File: config.mk
export PLATFORM = sky130hd
export DESIGN_NAME = pinfilter_bus
export DESIGN_NICKNAME = d
export VERILOG_FILES = /design/src/rtl/pinfilter_pkg.sv /design/src/rtl/pinfilter_ch.sv /design/src/rtl/pinfilter_bus.sv
export SDC_FILE = /design/constraint.sdc
export NUM_CORES = 1
export LEC_CHECK = 0
export BUFFER_PORTS_ARGS = -buffer_cell sky130_fd_sc_hd__buf_2
export CORE_ASPECT_RATIO = 1.1
export CORE_MARGIN = 5
export CORE_UTILIZATION = 55
export DETAILED_ROUTE_END_ITERATION = 10
export PLACE_DENSITY_LB_ADDON = 0.05
export SLEW_MARGIN = 20
export SYNTH_ARGS = -nofsm -noshare
export SYNTH_HDL_FRONTEND = slang
export SYNTH_SLANG_ARGS = --single-unit
File: constraint.sdc
create_clock -name clk -period 2.8 [get_ports clk]
set_input_delay 0.28 -clock clk [delete_from_list [all_inputs] [get_ports clk]]
set_output_delay 0.28 -clock clk [all_outputs]
set_load 0.05 [all_outputs]
File: src/rtl/pinfilter_pkg.sv
// Shared definitions for the pinfilter_bus debounce/deglitch filter.
// Holds default parameters, the per-channel decision type and the counter-width helper.
package pinfilter_pkg;

  localparam int DEF_WIDTH       = 8;
  localparam int DEF_STABLE_CNT  = 2;
  localparam int DEF_SYNC_STAGES = 2;
  localparam int DEF_GLITCH_W    = 8;

  // What a channel does with the current sample; also a convenient probe point.
  typedef enum logic [1:0] {
    CH_IDLE   = 2'd0,
    CH_COUNT  = 2'd1,
    CH_ACCEPT = 2'd2,
    CH_ABORT  = 2'd3
  } ch_action_e;

  // Counter must hold values 0..STABLE_CNT-1 plus headroom for the increment compare.
  function automatic int cnt_w(input int stable_cnt);
    if (stable_cnt < 1) return 1;
    return $clog2(stable_cnt + 1);
  endfunction

endpackage

File: src/rtl/pinfilter_ch.sv
// One filter channel: synchroniser chain, disagreement counter, filtered level,
// registered edge pulses and a combinational abort (glitch) flag.
module pinfilter_ch
  import pinfilter_pkg::*;
#(
  parameter int   STABLE_CNT  = DEF_STABLE_CNT,
  parameter int   SYNC_STAGES = DEF_SYNC_STAGES,
  parameter logic RESET_BIT   = 1'b1
) (
  input  logic clk,
  input  logic reset_n,
  input  logic din,
  input  logic ena,
  output logic dout,
  output logic rise,
  output logic fall,
  output logic settled,
  output logic glitch
);

  localparam int             CNT_W     = cnt_w(STABLE_CNT);
  localparam logic [CNT_W:0] LP_STABLE = (CNT_W + 1)'(STABLE_CNT);

  logic [SYNC_STAGES-1:0] r_sync;
  logic [CNT_W-1:0]       r_cnt;
  logic                   r_dout;
  logic                   r_rise;
  logic                   r_fall;
  logic                   w_s;
  logic [CNT_W:0]         w_cnt_inc;
  ch_action_e             w_action;

  // The synchroniser runs every clock; ena only gates the filter decision.
  always_ff @(posedge clk or negedge reset_n) begin
    if (!reset_n) begin
      r_sync <= {SYNC_STAGES{RESET_BIT}};
    end else begin
      r_sync[0] <= din;
      for (int k = 1; k < SYNC_STAGES; k++) r_sync[k] <= r_sync[k-1];
    end
  end

  assign w_s       = r_sync[SYNC_STAGES-1];
  assign w_cnt_inc = {1'b0, r_cnt} + (CNT_W + 1)'(1);

  always_comb begin
    w_action = CH_IDLE;
    if (ena) begin
      if (w_s != r_dout) begin
        w_action = (w_cnt_inc == LP_STABLE) ? CH_ACCEPT : CH_COUNT;
      end else if (r_cnt != '0) begin
        w_action = CH_ABORT;
      end
    end
  end

  always_ff @(posedge clk or negedge reset_n) begin
    if (!reset_n) begin
      r_dout <= RESET_BIT;
      r_cnt  <= '0;
      r_rise <= 1'b0;
      r_fall <= 1'b0;
    end else begin
      r_rise <= 1'b0;
      r_fall <= 1'b0;
      case (w_action)
        CH_COUNT: r_cnt <= w_cnt_inc[CNT_W-1:0];
        CH_ACCEPT: begin
          r_dout <= w_s;
          r_cnt  <= '0;
          r_rise <= w_s;
          r_fall <= ~w_s;
        end
        CH_ABORT: r_cnt <= '0;
        default: ;
      endcase
    end
  end

  assign dout    = r_dout;
  assign rise    = r_rise;
  assign fall    = r_fall;
  assign settled = (r_cnt == '0);
  assign glitch  = (w_action == CH_ABORT);

endmodule

File: src/rtl/pinfilter_bus.sv
// Multi-channel GPIO debounce/deglitch filter with edge pulses, settling flags
// and a saturating count of clocks in which any channel aborted a transition.
module pinfilter_bus
  import pinfilter_pkg::*;
#(
  parameter int               WIDTH       = DEF_WIDTH,
  parameter int               STABLE_CNT  = DEF_STABLE_CNT,
  parameter int               SYNC_STAGES = DEF_SYNC_STAGES,
  parameter logic [WIDTH-1:0] RESET_VAL   = '1,
  parameter int               GLITCH_W    = DEF_GLITCH_W
) (
  input  logic                clk,
  input  logic                reset_n,
  input  logic [WIDTH-1:0]    din,
  input  logic                ena,
  output logic [WIDTH-1:0]    dout,
  output logic [WIDTH-1:0]    rise,
  output logic [WIDTH-1:0]    fall,
  output logic [WIDTH-1:0]    settled,
  input  logic                glitch_clr,
  output logic [GLITCH_W-1:0] glitch_cnt
);

  logic [WIDTH-1:0]    w_glitch;
  logic [GLITCH_W-1:0] r_glitch_cnt;

  for (genvar g = 0; g < WIDTH; g++) begin : g_ch
    pinfilter_ch #(
      .STABLE_CNT (STABLE_CNT),
      .SYNC_STAGES(SYNC_STAGES),
      .RESET_BIT  (RESET_VAL[g])
    ) u_ch (
      .clk    (clk),
      .reset_n(reset_n),
      .din    (din[g]),
      .ena    (ena),
      .dout   (dout[g]),
      .rise   (rise[g]),
      .fall   (fall[g]),
      .settled(settled[g]),
      .glitch (w_glitch[g])
    );
  end

  // Counts clocks with at least one abort, not the number of aborting channels.
  always_ff @(posedge clk or negedge reset_n) begin
    if (!reset_n) begin
      r_glitch_cnt <= '0;
    end else if (glitch_clr) begin
      r_glitch_cnt <= '0;
    end else if ((|w_glitch) && (r_glitch_cnt != '1)) begin
      r_glitch_cnt <= r_glitch_cnt + GLITCH_W'(1);
    end
  end

  assign glitch_cnt = r_glitch_cnt;

endmodule
* Word-level counts from Yosys, hierarchy flattened *
Index checks and enable logic that the tools add are counted.
W data, S select, Z words.

word-level totals
  word-level logic and storage cells = 192
  output and inout bits = 40
  input bits = 12
  flip-flop bits (word level) = 64

cells by class
  equality and inequality tests = 41
  bitwise operators = 8
  $add $sub $neg = 9
  mux-type cells = 58
  reductions and logical operators = 35

operators by type and width
  operator               count
  $mux W2                32
  $reduce_bool A2 Y1     17
  $eq A2 B2 Y1 const B   16
  $pmux W2 S2            8
  $add A2 B1 Y3 const B  8
  $eq A3 B2 Y1 const B   8
  $eq A2 B1 Y1 const B   8
  $logic_not A2 Y1       8
  $mux W1                16
  $mux W8                2
  $reduce_or A2 Y1       8
  $add A8 B1 Y8 const B  1
  $ne A1 B1 Y1           8
  $ne A8 B8 Y1 const B   1
  $not A1 Y1             8
  $reduce_or A8 Y1       1
  $logic_and A1 B1 Y1    1

* Longest topological paths before layout *
  depth after elaboration = 10
  mapped depth = 8

* Modules after synthesis *
Synthesis repeated with hierarchy kept, for this count alone.

second synthesis, totals
  cells, all modules = 278
  area, all modules = 3054.2 µm²

by module, submodules not included
  module         cells each  area each (µm²)  instances
  pinfilter_ch   29          324.1            8
  pinfilter_bus  46          461.7            1

* Least setup slack after synthesis *
Ideal clock, no wire load.

  path kind = register to register
  start = reg g_ch[0].u_ch.r_sync[1]
  end = reg r_glitch_cnt[7] (netlist: glitch_cnt[7])
  slack = 546 ps
  library setup time = 125 ps
  arrival = 2129 ps
  path buffers = 0
  data required time = 2675 ps
  period minus slack after synthesis = 2254 ps
  stages on the path, launching flop included = 7
  path through = dfstp_2 > xor2_1 > o21ai_1 > a22o_1 > or4_4 > or3b_1 > mux2_4

on the way
  longest elaborated chain between the ends = 7

RTL lines
  item                                 RTL line             text
  start: declaration                   pinfilter_ch.sv:24   logic [SYNC_STAGES-1:0] r_sync;
  start signal: assignment             pinfilter_ch.sv:36   r_sync <= {SYNC_STAGES{RESET_BIT}};
  $ne A1 B1 Y1                         pinfilter_ch.sv:49   if (w_s != r_dout) begin
  $mux W2                              pinfilter_ch.sv:49
  $mux W2                              pinfilter_ch.sv:48   if (ena) begin
  $eq A2 B2 Y1                         pinfilter_ch.sv:84   assign glitch = (w_action == CH_ABORT);
  $reduce_or A8 Y1                     pinfilter_bus.sv:51  end else if ((|w_glitch) && (r_glitch_cnt != '1)) begin
  $logic_and A1 B1 Y1                  pinfilter_bus.sv:51
  $reduce_bool A2 Y1 (no source line)  --
  end signal: assignment               pinfilter_bus.sv:52  r_glitch_cnt <= r_glitch_cnt + GLITCH_W'(1);
  end: declaration                     pinfilter_bus.sv:25  logic [GLITCH_W-1:0] r_glitch_cnt;

No other way between the ends.
A chain may end at the register's enable or synchronous reset.

* Worst setup path after layout *
Same ends and word-level chain as after synthesis.

==> results.yml <==
timing:
  max_freq_ghz: 0.4123
  finalSetupViolations: 0
  worst_pin_slew_ps: 717.0
  finalCritPeriodShare_pct: 86.62
  min_period_ps: 2425
  finClkSkew_ps: 6.935
  relSlewSlack_pct: 52.20
  slew_viol_final: 0
  tns_ps: 0
  whs_ps: -9.314
  rsz0062_at_grt: "no"
  hold_viol: 8
synth:
  syn-num-nets: 368
  synth_most_common_cell: "nand2_1"
  synth_largest_area_cell: "dfrtp_1"
  yosysWarningCount: 0
  synth_edf_count: 0
  synthArstFlopShare_pct: 100.0
  syn_avg_cell_area_um2: 9.954
  synth_area_mm2: 0.003374
  synth_ff_type: "dfrtp_1"
  synthCells: 339
  synth_seq_cells: 64
  synth_common_cells: "52 x nand2_1, 40 x dfrtp_1, 33 x buf_4, 33 x nor2_1, 24 x dfstp_2"
  ys_types: 33
  ys_seq_area_share_pct: 48.35
  synthTopCellsByArea: "dfrtp_1 30%, dfstp_2 19%, buf_4 7.3%, ha_1 6.3%, nand2_1 5.8%"
  synth.top_cell.area_share_pct: 29.66
setup_path:
  critPathCaptureType: "flip-flop"
  critPathArrivalTime_ps: 2650
  critPathLaunchType: "flip-flop"
  r2r_cells: 6
  reg2reg_from: "g_ch[0].u_ch.r_sync[1]"
  r2r_slack_ps: 370
  worstSetupStartpoint: "g_ch[0].u_ch.r_sync[1]"
  worst-setup-path-type: "reg2reg"
  worstPathMaxFanout: 5
  cp.required_ps: 3020
  timing.rr.end: "glitch_cnt[7]"
  setup.worst_path.end: "glitch_cnt[7]"
global_routing:
  overflow: 0
  grt_start_max_net_pins: 34
  grt_usage_pct: 16.11
  antenna_found_initial: 0
  grt_pass1_vias: 2315
  grt_pass1_wl_um: 10080
detailed_routing:
  drc: 0
  via_count: 2291
  first_iter_violations: 51
  wire_per_inst_um: 12.58
  drt_wl_total_um: 5688
  first_pass_iters: 5
  vias_per_cell: 5.069
  final_antenna_net_count: 0
clock_tree:
  h-tree-depth: 3
  cts_sinks: 64
  post_cts_buffers: 0
  cts_max_path_buffers: 2
  cts.clk_slew.worst_paths_ps: 80
  cts_buffers: 9
  cts-root-buf: "clkbuf_8"
  tritoncts: "built"
  clock_latency_ps: 340
  cts_hold_buffers: 0
  cts_resized: 0
layout:
  multi_input_area_mm2: 0.001405
  seqCellArea_mm2: 0.001632
  layout-drive-gt1-share_pct: 27.42
  area_growth_pct: 9.344
  final_nets: 396
  fill_cells: 535
  antenna_cells: 0
power:
  vdd_drop_max_mv: 0.5620
  p_leak_nw: 1.844
  finalPower_w: 0.004190
  power_density_mw_per_mm2: 1136
status:
  failed_checks: "negative hold slack"
  status: "finished, violations left"
placement:
  numPortBuffers: 51
  dp_hpwl_um: 4243
  gp_congestion: 0.7952
floorplanning:
  initial_core_util_pct: 55.49
  die_h_um: 92.15
  io_pins: 52
  core_mm2: 0.006081
  rows: 30
  dieArea_mm2: 0.007804
  die-width_um: 84.69
worst_hold_path:
  hp-class: "in2async"
job:
  maxCapViolCount: 0
-- cells in the final DEF (no fill, tap or decap), drive strengths merged, types with 6 or more instances in the layout --
cell type,Yosys,layout
buf,36,53
nand2,52,52
dfrtp,40,40
nor2,33,33
dfstp,24,24
a21oi,23,23
inv,17,17
ha,17,17
nand2b,15,15
clkbuf,0,11
o21ai,10,10
and3,10,10
xor2,9,9
xnor2,8,8
mux2i,8,8
a21o,8,8
nand3b,6,6
-- cell families after synthesis --
| group | after synthesis | share of synthesized area (%) |
|---|---|---|
| buffers and inverters | 53 | 10.01 |
| flip-flops | 64 | 48.35 |
| AO/OA/AOI/OAI | 48 | 9.604 |
| multiplexers | 9 | 2.818 |
| AND/OR/NAND/NOR | 131 | 18.50 |
| adder cells (fa/ha/maj) | 17 | 6.303 |
| XOR/XNOR | 17 | 4.413 |
-- flip-flops by register name, summed over array words and instances, names as in the netlist --
register,flops
g_ch.u_ch.r_sync,16
g_ch.u_ch.fall,8
g_ch.u_ch.rise,8
g_ch.u_ch.r_cnt,16
glitch_cnt,8
g_ch.u_ch.dout,8
-- power breakdown --
part	total (W)	leakage, nW	internal [W]	switching, W
Sequential	0.00138	0.788	0.00119	0.000194
Combinational	0.00199	0.955	0.000642	0.00135
Clock	0.000814	0.101	0.000456	0.000358
Total	0.00419	1.84	0.00229	0.00190
-- worst min-delay path by stage --
| stage | start | endpoint | slack [ps] | cells after the start |
|---|---|---|---|---|
| floorplan | reset_n | g_ch[0].u_ch.fall | -20 | 0 |
| global placement | g_ch[5].u_ch.r_sync[0] | g_ch[5].u_ch.r_sync[1] | 350 | 0 |
| finish | reset_n | g_ch[1].u_ch.r_cnt[0] | -9 | 1 |
| CTS | reset_n | g_ch[1].u_ch.r_cnt[1] | 8 | 1 |
| global route | din[7] | g_ch[7].u_ch.r_sync[0] | 20 | 1 |
| detailed placement | g_ch[7].u_ch.r_sync[0] | g_ch[7].u_ch.r_sync[1] | 350 | 0 |
-- critical path: stages (launching register included) --
cell	delay (ps)
dfstp_2	570
xor2_1	190
o21ai_1	170
a22o_1	300
or4_4	580
or3b_1	200
mux2_4	290
-- layer usage --
metal | global-route usage (%) | vias to the layer above | wire (µm)
met2 | 27.74 | 38 | 2875
met3 | 4.313 | 9 | 241
met5 | 0 | - | 0
met1 | 18.66 | 1104 | 2466
met4 | 7.124 | 0 | 106
li1 | - | 1140 | -
-- cell type report --
| class | instances | area share, % |
|---|---|---|
| clock buffer | 11 | 4.103 |
| inverter | 17 | 1.729 |
| timing repair buffer | 53 | 7.664 |
| tap | 80 | 2.713 |
| clock inverter | 5 | 1.492 |
| sequential | 64 | 44.22 |
| multi-input combinational | 222 | 38.08 |
-- through the flow --
stage | std cells | util (%) | worst slack, ps | instance area [µm²] | hold WS, ps
6_report | 452 | 60.68 | 374.6 | 3690 | -9.314
4_1_cts | 452 | 60.68 | 367.1 | 3690 | 7.837
3_3_place_gp | 436 | 57.28 | 435.4 | 3483 | 345.8
3_5_place_dp | 436 | 57.28 | 360.4 | 3483 | 347.6
5_1_grt | 452 | 60.68 | 255.4 | 3690 | 18.19
2_1_floorplan | 339 | - | 546.3 | 3374 | -15.59
(Power assumes the default switching activity.)
